<file path="config.mk">
export PLATFORM = sky130hd
export DESIGN_NAME = wb_data_resize_seq
export DESIGN_NICKNAME = d
export VERILOG_FILES = /design/src/rtl/wb_data_resize_seq_pkg.sv /design/src/rtl/wb_data_resize_seq_lane_sel.sv /design/src/rtl/wb_data_resize_seq.sv
export SDC_FILE = /design/constraint.sdc
export NUM_CORES = 1
export LEC_CHECK = 0
export BUFFER_PORTS_ARGS = -buffer_cell sky130_fd_sc_hd__buf_4
export CORE_UTILIZATION = 39
export CTS_BUF_LIST = sky130_fd_sc_hd__clkbuf_8
export DETAILED_ROUTE_END_ITERATION = 7
export PLACE_DENSITY_LB_ADDON = 0.2
export SYNTH_ARGS = -nofsm -noshare
export SYNTH_HDL_FRONTEND = slang
export SYNTH_SLANG_ARGS = --single-unit
</file>
<file path="constraint.sdc">
create_clock -name wb_clk_i -period 1.8 [get_ports wb_clk_i]
set_input_delay 0.09 -clock wb_clk_i [delete_from_list [all_inputs] [get_ports wb_clk_i]]
set_output_delay 0.09 -clock wb_clk_i [all_outputs]
set_load 0.005 [all_outputs]
</file>
<file path="src/rtl/wb_data_resize_seq_pkg.sv">
`default_nettype none
// ============================================================================
// Module   : wb_data_resize_seq_pkg
// Purpose  : Shared encodings for the sequenced 32-to-8 bit Wishbone resizer:
//            FSM states, master response type and classic-cycle constants.
// Revision : 1.0 - initial release
// ============================================================================
package wb_data_resize_seq_pkg;

  typedef enum logic [1:0] {
    ST_IDLE   = 2'd0,
    ST_ACCESS = 2'd1,
    ST_RESP   = 2'd2
  } state_t;

  typedef enum logic [1:0] {
    RSP_ACK = 2'd0,
    RSP_ERR = 2'd1,
    RSP_RTY = 2'd2
  } resp_t;

  localparam logic [2:0] CTI_CLASSIC = 3'b000;
  localparam logic [1:0] BTE_LINEAR  = 2'b00;

  // Resolve simultaneous slave terminations: err beats rty beats ack.
  function automatic resp_t resp_select(input logic i_err, input logic i_rty);
    resp_t v_resp;
    if (i_err) begin
      v_resp = RSP_ERR;
    end else if (i_rty) begin
      v_resp = RSP_RTY;
    end else begin
      v_resp = RSP_ACK;
    end
    return v_resp;
  endfunction

endpackage
`default_nettype wire

</file>
<file path="src/rtl/wb_data_resize_seq_lane_sel.sv">
`default_nettype none
// ============================================================================
// Module   : wb_lane_sel
// Purpose  : Picks the highest pending byte lane and maps it to the byte
//            offset on the 8-bit slave bus for the configured endianness.
// Revision : 1.0 - initial release
// ============================================================================
module wb_lane_sel #(
  parameter string endian = "big"
) (
  input  logic [3:0] i_pending,
  output logic [1:0] o_lane,
  output logic [1:0] o_offset
);

  // Priority encoder: the last (highest) set bit wins.
  always_comb begin
    o_lane = 2'd0;
    for (int i = 0; i < 4; i++) begin
      if (i_pending[i]) begin
        o_lane = 2'(i);
      end
    end
  end

  generate
    if (endian == "little") begin : g_little
      assign o_offset = o_lane;
    end else begin : g_big
      // Big endian: the most significant lane lives at the lowest address.
      assign o_offset = 2'd3 - o_lane;
    end
  endgenerate

endmodule
`default_nettype wire

</file>
<file path="src/rtl/wb_data_resize_seq.sv">
`default_nettype none
// ============================================================================
// Module   : wb_data_resize_seq
// Purpose  : Sequenced width converter from a 32-bit Wishbone master to an
//            8-bit Wishbone slave. Each selected byte lane becomes one classic
//            slave access; read bytes are gathered into one 32-bit word and
//            the master sees a single ack/err/rty pulse at the end.
// Options  : define WB_DATA_RESIZE_SEQ_TIMEOUT_EN to add a slave response
//            watchdog that ends a stalled access with an error after
//            timeout_cycles idle ACCESS cycles.
// Revision : 1.0 - initial release
// ============================================================================
module wb_data_resize_seq
  import wb_data_resize_seq_pkg::*;
#(
  parameter int    aw             = 32,
  parameter int    mdw            = 32,
  parameter int    sdw            = 8,
  parameter string endian         = "big",
  parameter int    timeout_cycles = 255
) (
  input  logic            wb_clk_i,
  input  logic            wb_rst_i,
  input  logic [aw-1:0]   wbm_adr_i,
  input  logic [mdw-1:0]  wbm_dat_i,
  input  logic [3:0]      wbm_sel_i,
  input  logic            wbm_we_i,
  input  logic            wbm_cyc_i,
  input  logic            wbm_stb_i,
  input  logic [2:0]      wbm_cti_i,
  input  logic [1:0]      wbm_bte_i,
  output logic [mdw-1:0]  wbm_dat_o,
  output logic            wbm_ack_o,
  output logic            wbm_err_o,
  output logic            wbm_rty_o,
  output logic [aw-1:0]   wbs_adr_o,
  output logic [sdw-1:0]  wbs_dat_o,
  output logic            wbs_we_o,
  output logic            wbs_cyc_o,
  output logic            wbs_stb_o,
  output logic [2:0]      wbs_cti_o,
  output logic [1:0]      wbs_bte_o,
  input  logic [sdw-1:0]  wbs_dat_i,
  input  logic            wbs_ack_i,
  input  logic            wbs_err_i,
  input  logic            wbs_rty_i
);

  // Watchdog counter is at least 8 bits, wider if the limit needs it.
  localparam int c_tmo_w = ($clog2(timeout_cycles + 1) > 8) ? $clog2(timeout_cycles + 1) : 8;
  localparam logic [c_tmo_w-1:0] c_tmo_limit = c_tmo_w'(timeout_cycles);

  state_t           r_state;
  logic [3:0]       r_pending;
  logic [mdw-1:0]   r_data;
  logic             r_cyc;
  logic             r_stb;
  logic             r_ack;
  logic             r_err;
  logic             r_rty;
`ifdef WB_DATA_RESIZE_SEQ_TIMEOUT_EN
  logic [c_tmo_w-1:0] r_tmo;
`endif

  logic [1:0]       w_lane;
  logic [1:0]       w_offset;
  logic [3:0]       w_pending_next;
  logic             w_term;
  resp_t            w_resp;
  logic             w_unused;

  wb_lane_sel #(
    .endian (endian)
  ) u_lane_sel (
    .i_pending (r_pending),
    .o_lane    (w_lane),
    .o_offset  (w_offset)
  );

  assign w_pending_next = r_pending & ~(4'b0001 << w_lane);
  assign w_term         = wbs_ack_i | wbs_err_i | wbs_rty_i;
  assign w_resp         = resp_select(wbs_err_i, wbs_rty_i);

  // Address bits [1:0] come from the lane; cti/bte are not forwarded.
`ifdef WB_DATA_RESIZE_SEQ_TIMEOUT_EN
  assign w_unused = ^{wbm_cti_i, wbm_bte_i, wbm_adr_i[1:0]};
`else
  assign w_unused = ^{wbm_cti_i, wbm_bte_i, wbm_adr_i[1:0], c_tmo_limit};
`endif

  assign wbs_adr_o = {wbm_adr_i[aw-1:2], w_offset};
  assign wbs_dat_o = wbm_dat_i[{w_lane, 3'b000} +: sdw];
  assign wbs_we_o  = wbm_we_i & r_cyc;
  assign wbs_cyc_o = r_cyc;
  assign wbs_stb_o = r_stb;
  assign wbs_cti_o = CTI_CLASSIC;
  assign wbs_bte_o = BTE_LINEAR;

  assign wbm_dat_o = r_data;
  assign wbm_ack_o = r_ack;
  assign wbm_err_o = r_err;
  assign wbm_rty_o = r_rty;

  // Sequencer: accept a master request, walk the selected lanes, respond once.
  always_ff @(posedge wb_clk_i or posedge wb_rst_i) begin
    if (wb_rst_i) begin
      r_state   <= ST_IDLE;
      r_pending <= '0;
      r_data    <= '0;
      r_cyc     <= 1'b0;
      r_stb     <= 1'b0;
      r_ack     <= 1'b0;
      r_err     <= 1'b0;
      r_rty     <= 1'b0;
`ifdef WB_DATA_RESIZE_SEQ_TIMEOUT_EN
      r_tmo     <= '0;
`endif
    end else begin
      case (r_state)
        ST_IDLE: begin
          if (wbm_cyc_i && wbm_stb_i) begin
            r_data <= '0;
            if (wbm_sel_i != 4'b0000) begin
              r_pending <= wbm_sel_i;
              r_cyc     <= 1'b1;
              r_stb     <= 1'b1;
`ifdef WB_DATA_RESIZE_SEQ_TIMEOUT_EN
              r_tmo     <= '0;
`endif
              r_state   <= ST_ACCESS;
            end else begin
              // Nothing selected: acknowledge without touching the slave.
              r_ack   <= 1'b1;
              r_state <= ST_RESP;
            end
          end
        end

        ST_ACCESS: begin
          if (!wbm_cyc_i) begin
            // Master abandoned the cycle: quietly release the slave bus.
            r_cyc     <= 1'b0;
            r_stb     <= 1'b0;
            r_pending <= '0;
            r_state   <= ST_IDLE;
          end else if (w_term) begin
            if (w_resp != RSP_ACK) begin
              r_cyc     <= 1'b0;
              r_stb     <= 1'b0;
              r_pending <= '0;
              r_err     <= (w_resp == RSP_ERR);
              r_rty     <= (w_resp == RSP_RTY);
              r_state   <= ST_RESP;
            end else begin
              if (!wbm_we_i) begin
                r_data[{w_lane, 3'b000} +: sdw] <= wbs_dat_i;
              end
              r_pending <= w_pending_next;
`ifdef WB_DATA_RESIZE_SEQ_TIMEOUT_EN
              r_tmo     <= '0;
`endif
              if (w_pending_next == 4'b0000) begin
                r_cyc   <= 1'b0;
                r_stb   <= 1'b0;
                r_ack   <= 1'b1;
                r_state <= ST_RESP;
              end
            end
          end else begin
`ifdef WB_DATA_RESIZE_SEQ_TIMEOUT_EN
            if (r_tmo == c_tmo_limit) begin
              r_cyc     <= 1'b0;
              r_stb     <= 1'b0;
              r_pending <= '0;
              r_err     <= 1'b1;
              r_state   <= ST_RESP;
            end else begin
              r_tmo <= r_tmo + 1'b1;
            end
`endif
          end
        end

        ST_RESP: begin
          r_ack     <= 1'b0;
          r_err     <= 1'b0;
          r_rty     <= 1'b0;
          r_pending <= '0;
          r_state   <= ST_IDLE;
        end

        default: begin
          r_state <= ST_IDLE;
        end
      endcase
    end
  end

endmodule
`default_nettype wire

</file>
==> flow_summary.toml, run 1 <==
[synth]
yosys-top-cells-area = "dfrtp_1 (41%), buf_4 (11%), nand2_1 (9.9%)"
ys_types = 45
async_flop_share_pct = 100
synth_flop_cell = "dfrtp_1"
synth_most_common_cell = "nand2_1"
yosys_warnings = 0
synth_common_cells = "nand2_1 (67), dfrtp_1 (42), buf_4 (38), o21ai_0 (35), a22oi_1 (17)"
ys_seq_area_share_pct = 41.3
synth.avg_cell_area_sq_um = 9.02
synth_area_leader_cell = "dfrtp_1"
synth_edf_count = 0
syn_area_sq_um = 2540
synthCells = 282
yosys_register_bits = 42
synth_top_area_share_pct = 41.3

[sta]
finalCriticalPeriod_ps = 1740
slew_viol_final = 0
fin_setup_tns_ps = 0
maxClockFrequency_ghz = 0.574
tightest_slew_ps = 537
fin_ws_ps = 56.6
finalClockSkew_ps = 8.80
setup_viol_count_final = 0
hold_violations = 0
fin_crit_sh_pct = 96.9
rsz0062_at_grt = "true"
slew_headroom_pct = 64.2

[power]
power.internal_mw = 2.48
power.switching_mw = 1.31
seqPwrFrac_pct = 30.6
sw_frac_of_total_pct = 34.6
comb_power_share_pct = 50.1
p_leak_nw = 1.61
clkPwrFrac_pct = 19.3
ir_worst_vdd_mv = 0.576
power_density_nw_per_um2 = 1120

[floorplan]
core_area_sq_um = 6310
start_util_pct = 40.3
die_area_sq_um = 6850
row_count = 29
io_pins = 172
die_h_um = 82.8
die_w_um = 82.8

[finish]
area_delta_synth_final_pct = 33.7
fillers = 595
final_nets = 456
multiInputGateArea_sq_um = 1140
antennaDiodeCount = 0
regArea_sq_um = 1050
layout-drive-gt1-share_pct = 38.7

[route]
drtPass1Iterations = 4
drt_iter0_drc = 94
vias = 2231
drc = 0
detail-route-antenna-nets = 0
drt-total-wl_um = 6450
vias_per_cell = 5.06
wire_per_inst_um = 14.6

[hold_path]
min_path_type = "in -> reg"
worstHoldPathCells = 3
whs_endpoint = "wbm_dat_o[8]"
hp-start = "wbs_dat_i[0]"

[setup_path]
r2r_cells = 6
worstReg2RegEnd = "r_pending[0]"
rrSetupSlack_ps = 60
endpoint_kind = "flip-flop"
regToRegStartpoint = "r_state[0]"
crit_fanout = 5
critPathLaunchType = "flip-flop"
worstSetupPathType = "reg -> reg"
critPathArrivalTime_ps = 1980
cp_data_required_time_ps = 2030

[grt]
grt_use_met3_pct = 4.62
grt_pass1_wl_um = 9300
gr-max-usage-layer = "met2"
use_met2_pct = 30.7
use_met1_pct = 22.9
antenna_found_initial = 0
grt_pass1_vias = 1963
grt.total_usage_pct = 18.4
grt_start_max_net_pins = 43
overflow = 0

[placed_design]
pre_cts_slack_ps = 75.8
io_buffers = 99
gp_congestion = 0.844
dpl.hpwl_um = 4730

[outcome]
status = "finished, final reports clean"

[cts]
clkSinkCount = 42
clk_pin_slew_worst_paths_ps = 80
root_buffer = "clkbuf_8"
cts_max_level = 2
clk-insertion-delay-late_ps = 300
clockBufferDepth = 2
cts_tree = "built"
numCtsBuffers = 5

[job]
cap_viol_max_count = 0
[registers in the layout, summed over array words and instances, names as in the netlist]
signal,cells
r_pending,4
wbm_ack_o,1
wbm_err_o,1
wbm_dat_o,32
r_state,2
wbm_rty_o,1
wbs_stb_o,1
[per-layer routing]
| layer | vias up | part of all wire [%] | wire length (um) |
|---|---|---|---|
| li1 | 1093 | - | - |
| met1 | 1042 | 43 | 2760 |
| met2 | 87 | 48 | 3070 |
| met3 | 9 | 7.8 | 502 |
| met4 | 0 | 1.9 | 124 |
| met5 | - | 0 | 0 |
[critical path, stage by stage, from the launching register on]
cell and delay (ps):
dfrtp_1 400, inv_1 80, ha_1 210, a21boi_4 160, or2_2 300, nor3_1 350
a22o_1 200
[per-stage QoR]
step                hold WS (ps)  power, mW  instances  utilization, %  instance area, sq um
finish                      26.0       3.79        441            53.9                  3400
global route                13.4       4.07        441            53.9                  3400
CTS                         14.6       3.81        439            53.5                  3380
detailed placement           180       3.03        429            51.4                  3240
global placement             180       3.01        429            51.4                  3240
floorplan                    207       2.26        286               -                  2560
[cell type report]
type                    count  area share [%]
clock inverters             3            1.21
inverters                   8           0.883
flip-flops and latches     42            30.9
well taps                  77            2.83
clock buffers               5            2.02
multi-input cells         186            33.4
repair buffers            120            28.7
[worst max-delay path by stage]
stage	cells after the start	start	slack [ps]	endpoint
global placement	5	r_state[0]	90	r_pending[2]
CTS	6	r_pending[2]	6	wbs_dat_o[2]
global route	6	r_state[0]	-40	wbm_ack_o
finish	6	r_state[0]	60	r_pending[0]
floorplan	7	r_state[1]	40	wbm_dat_o[18]
detailed placement	5	r_state[0]	80	r_pending[0]
[kinds of logic after synthesis]
group	count (synthesis)	share of synthesized area (%)
other cells	1	0.147
buf+inv	58	14.7
compound gates	80	20.3
mux	2	0.836
fa+ha+maj	4	1.97
flops	42	41.3
simple gates	95	20.8
[layout by cell type, fill, tap and decap left out, drive strengths merged, types with 2 or more instances in the layout]
master and count:
buf 119, nand2 67, o21ai 43, dfrtp 42, a22oi 17, inv 8, a22o 5, conb 5
clkbuf 5, nor2 4, nand3 4, nor4 4, ha 4, nand4b 3, a21oi 3, and2 2
o211ai 2, nor2b 2, nand2b 2, a211o 2
[timing repair]
action,in CTS,in global routing
endpoints found under the hold margin,42,0
setup endpoints to repair,3,23
setup buffers,1,2
gates resized for setup,4,4
pin swaps,0,3
hold buffers,1,0
[power groups by stage]
| stage | clock (mW) | sequential (mW) | combinational [mW] |
|---|---|---|---|
| 2_1_floorplan | 0 | 1.18 | 1.08 |
| 3_3_place_gp | 0 | 1.19 | 1.81 |
| 3_5_place_dp | 0 | 1.20 | 1.83 |
| 4_1_cts | 0.762 | 1.17 | 1.88 |
| 5_1_grt | 0.794 | 1.18 | 2.10 |
| 6_report | 0.733 | 1.16 | 1.90 |
(Power assumes the default switching activity.)
==> run 2: changes to the inputs <==
- CTS_BUF_LIST: sky130_fd_sc_hd__clkbuf_8 -> sky130_fd_sc_hd__clkbuf_4
==> run 2 against run 1 <==
First-iteration DRC count grew 14%. Critical endpoint is now wbs_dat_o[7]. Via count up 4.2%. Highest routed layer unchanged. Worst hold slack lost 7.1 ps. Power grew 1.6%. Largest cell class is now non-clock buffers. Maximum frequency rose by 0.90%. Clock skew rose by 2.5 ps. Critical path depth unchanged.
==> flow_summary.toml, run 2 (synthesized netlist as in run 1, its figures left out) <==
[outcome]
status = "finished, final reports clean"

[route]
drt_iter0_drc = 107
vias_per_cell = 5.09
drc = 0
drt-total-wl_um = 6650
vias = 2324
detail-route-antenna-nets = 0
wire_per_inst_um = 14.5
drtPass1Iterations = 4

[setup_path]
critPathLaunchType = "flip-flop"
cp.depth = 6
rrSetupSlack_ps = 130
critPathArrivalTime_ps = 1640
r2r_cells = 8
endpoint_kind = "primary output"
worstSetupPathType = "reg -> out"
crit_slowest_cell = "dfrtp_2"
worst-path-buf-inv = 3
cp_data_required_time_ps = 1710
cp_cell_sequence = "buf_12 > nor3b_4 > buf_6 > a22oi_1 > o21ai_1 > buf_4"
worstReg2RegEnd = "wbm_dat_o[20]"
crit_fanout = 8
path_delay_family = "flip-flops"
cpPeakStageDelay_ps = 450
regToRegStartpoint = "r_state[0]"

[power]
p_leak_nw = 1.68
power_density_nw_per_um2 = 1080
ir_worst_vdd_mv = 0.552
finalPower_mw = 3.85

[grt]
grt_start_max_net_pins = 43
grt_pass1_wl_um = 9600
overflow = 0
antenna_found_initial = 0
grt.total_usage_pct = 18.8
grt_pass1_vias = 2039

[sta]
hold_violations = 0
holdWs_ps = 18.9
setup_viol_count_final = 0
slew_headroom_pct = 64.4
finalClockSkew_ps = 11.3
tightest_slew_ps = 534
slew_viol_final = 0
fin_crit_sh_pct = 96.0
maxClockFrequency_ghz = 0.579
finalCriticalPeriod_ps = 1730
rsz0062_at_grt = "true"

[cts]
clkSinkCount = 42
root_buffer = "clkbuf_4"
cts_max_level = 2
clk_pin_slew_worst_paths_ps = 120
clk-insertion-delay-late_ps = 350
cts_tree = "built"
numCtsBuffers = 5
clockBufferDepth = 2

[job]
cap_viol_max_count = 0

[finish]
multiInputGateArea_sq_um = 1150
layout-drive-gt1-share_pct = 39.5
antennaDiodeCount = 0
final_nets = 472
final_cell_mix = "buf_4 (114), nand2_1 (67), dfrtp_1 (41)"
layout_commonest_cell = "buf_4"
largest_reg_flops = 32
area_delta_synth_final_pct = 40.2
regArea_sq_um = 1050
fillers = 582

[floorplan]
die_area_sq_um = 6850
die_h_um = 82.8
row_count = 29
die_w_um = 82.8
io_pins = 172
core_area_sq_um = 6310
start_util_pct = 40.3

[hold_path]
whs_endpoint = "r_pending[3]"
hp-start = "wbm_sel_i[3]"
worstHoldPathCells = 3
min_path_type = "in -> reg"

[placed_design]
gp_congestion = 0.844
io_buffers = 99
dpl.hpwl_um = 4730
-- run 2: changes by cell type in the layout (fill, tap and decap cells not counted), sizes merged --
cell         previous run  this run
buf                   119       123
clkbuf                  5         7
inv                     8         7
dlygate4sd3             1        12
-- run 2: worst reg2reg max path: cells and delay by family (launching register included) --
kind,cells,cell delay [ps]
flops,1,410
simple gates,2,370
buf+inv,3,390
compound gates,2,230
fa+ha+maj,1,210
-- run 2: what timing repair did --
item	4_1_cts	5_1_grt
hold endpoints to repair	74	0
hold buffers	12	0
buffers inserted	3	4
cloned	0	1
gates resized for setup	5	13
endpoints found under the setup margin	8	27
pin swaps	1	3
-- run 2: worst max-delay path by stage --
stage,from,endpoint
6_report,r_pending[3],wbs_dat_o[7]
5_1_grt,r_pending[1],wbs_dat_o[2]
4_1_cts,r_pending[1],wbs_dat_o[2]
3_5_place_dp,r_state[0],r_pending[0]
3_3_place_gp,r_state[0],r_pending[2]
2_1_floorplan,r_state[1],wbm_dat_o[18]
-- run 2: area by class of cell --
class,count,area share [%]
clock inverters,2,1.05
well taps,77,2.70
clock buffers,6,1.26
flip-flops and latches,42,29.5
multi-input cells,186,32.2
inverters,8,0.842
repair buffers,136,32.4
-- run 2: stage by stage --
stage | std cells | setup slack, ps | area (sq um) | setup TNS (ps) | util, %
2_1_floorplan | 286 | 44.5 | 2560 | 0 | -
3_3_place_gp | 429 | 93.8 | 3240 | 0 | 51.4
3_5_place_dp | 429 | 75.8 | 3240 | 0 | 51.4
4_1_cts | 452 | 2.79 | 3480 | 0 | 55.1
5_1_grt | 457 | -12.2 | 3570 | -12.2 | 56.5
6_report | 457 | 72.1 | 3570 | 0 | 56.5
-- run 2: power breakdown --
group,internal [mW],switching [mW]
Clock,0.308,0.304
Combinational,1.12,0.950
Sequential,1.08,0.0912
-- run 2: per-layer routing --
metal | vias to the layer above | track usage (%) | wire length, um
met5 | - | 0 | 0
met3 | 12 | 4.29 | 457
met2 | 86 | 31.6 | 3200
li1 | 1127 | - | -
met4 | 0 | 6.03 | 135
met1 | 1099 | 23.7 | 2860
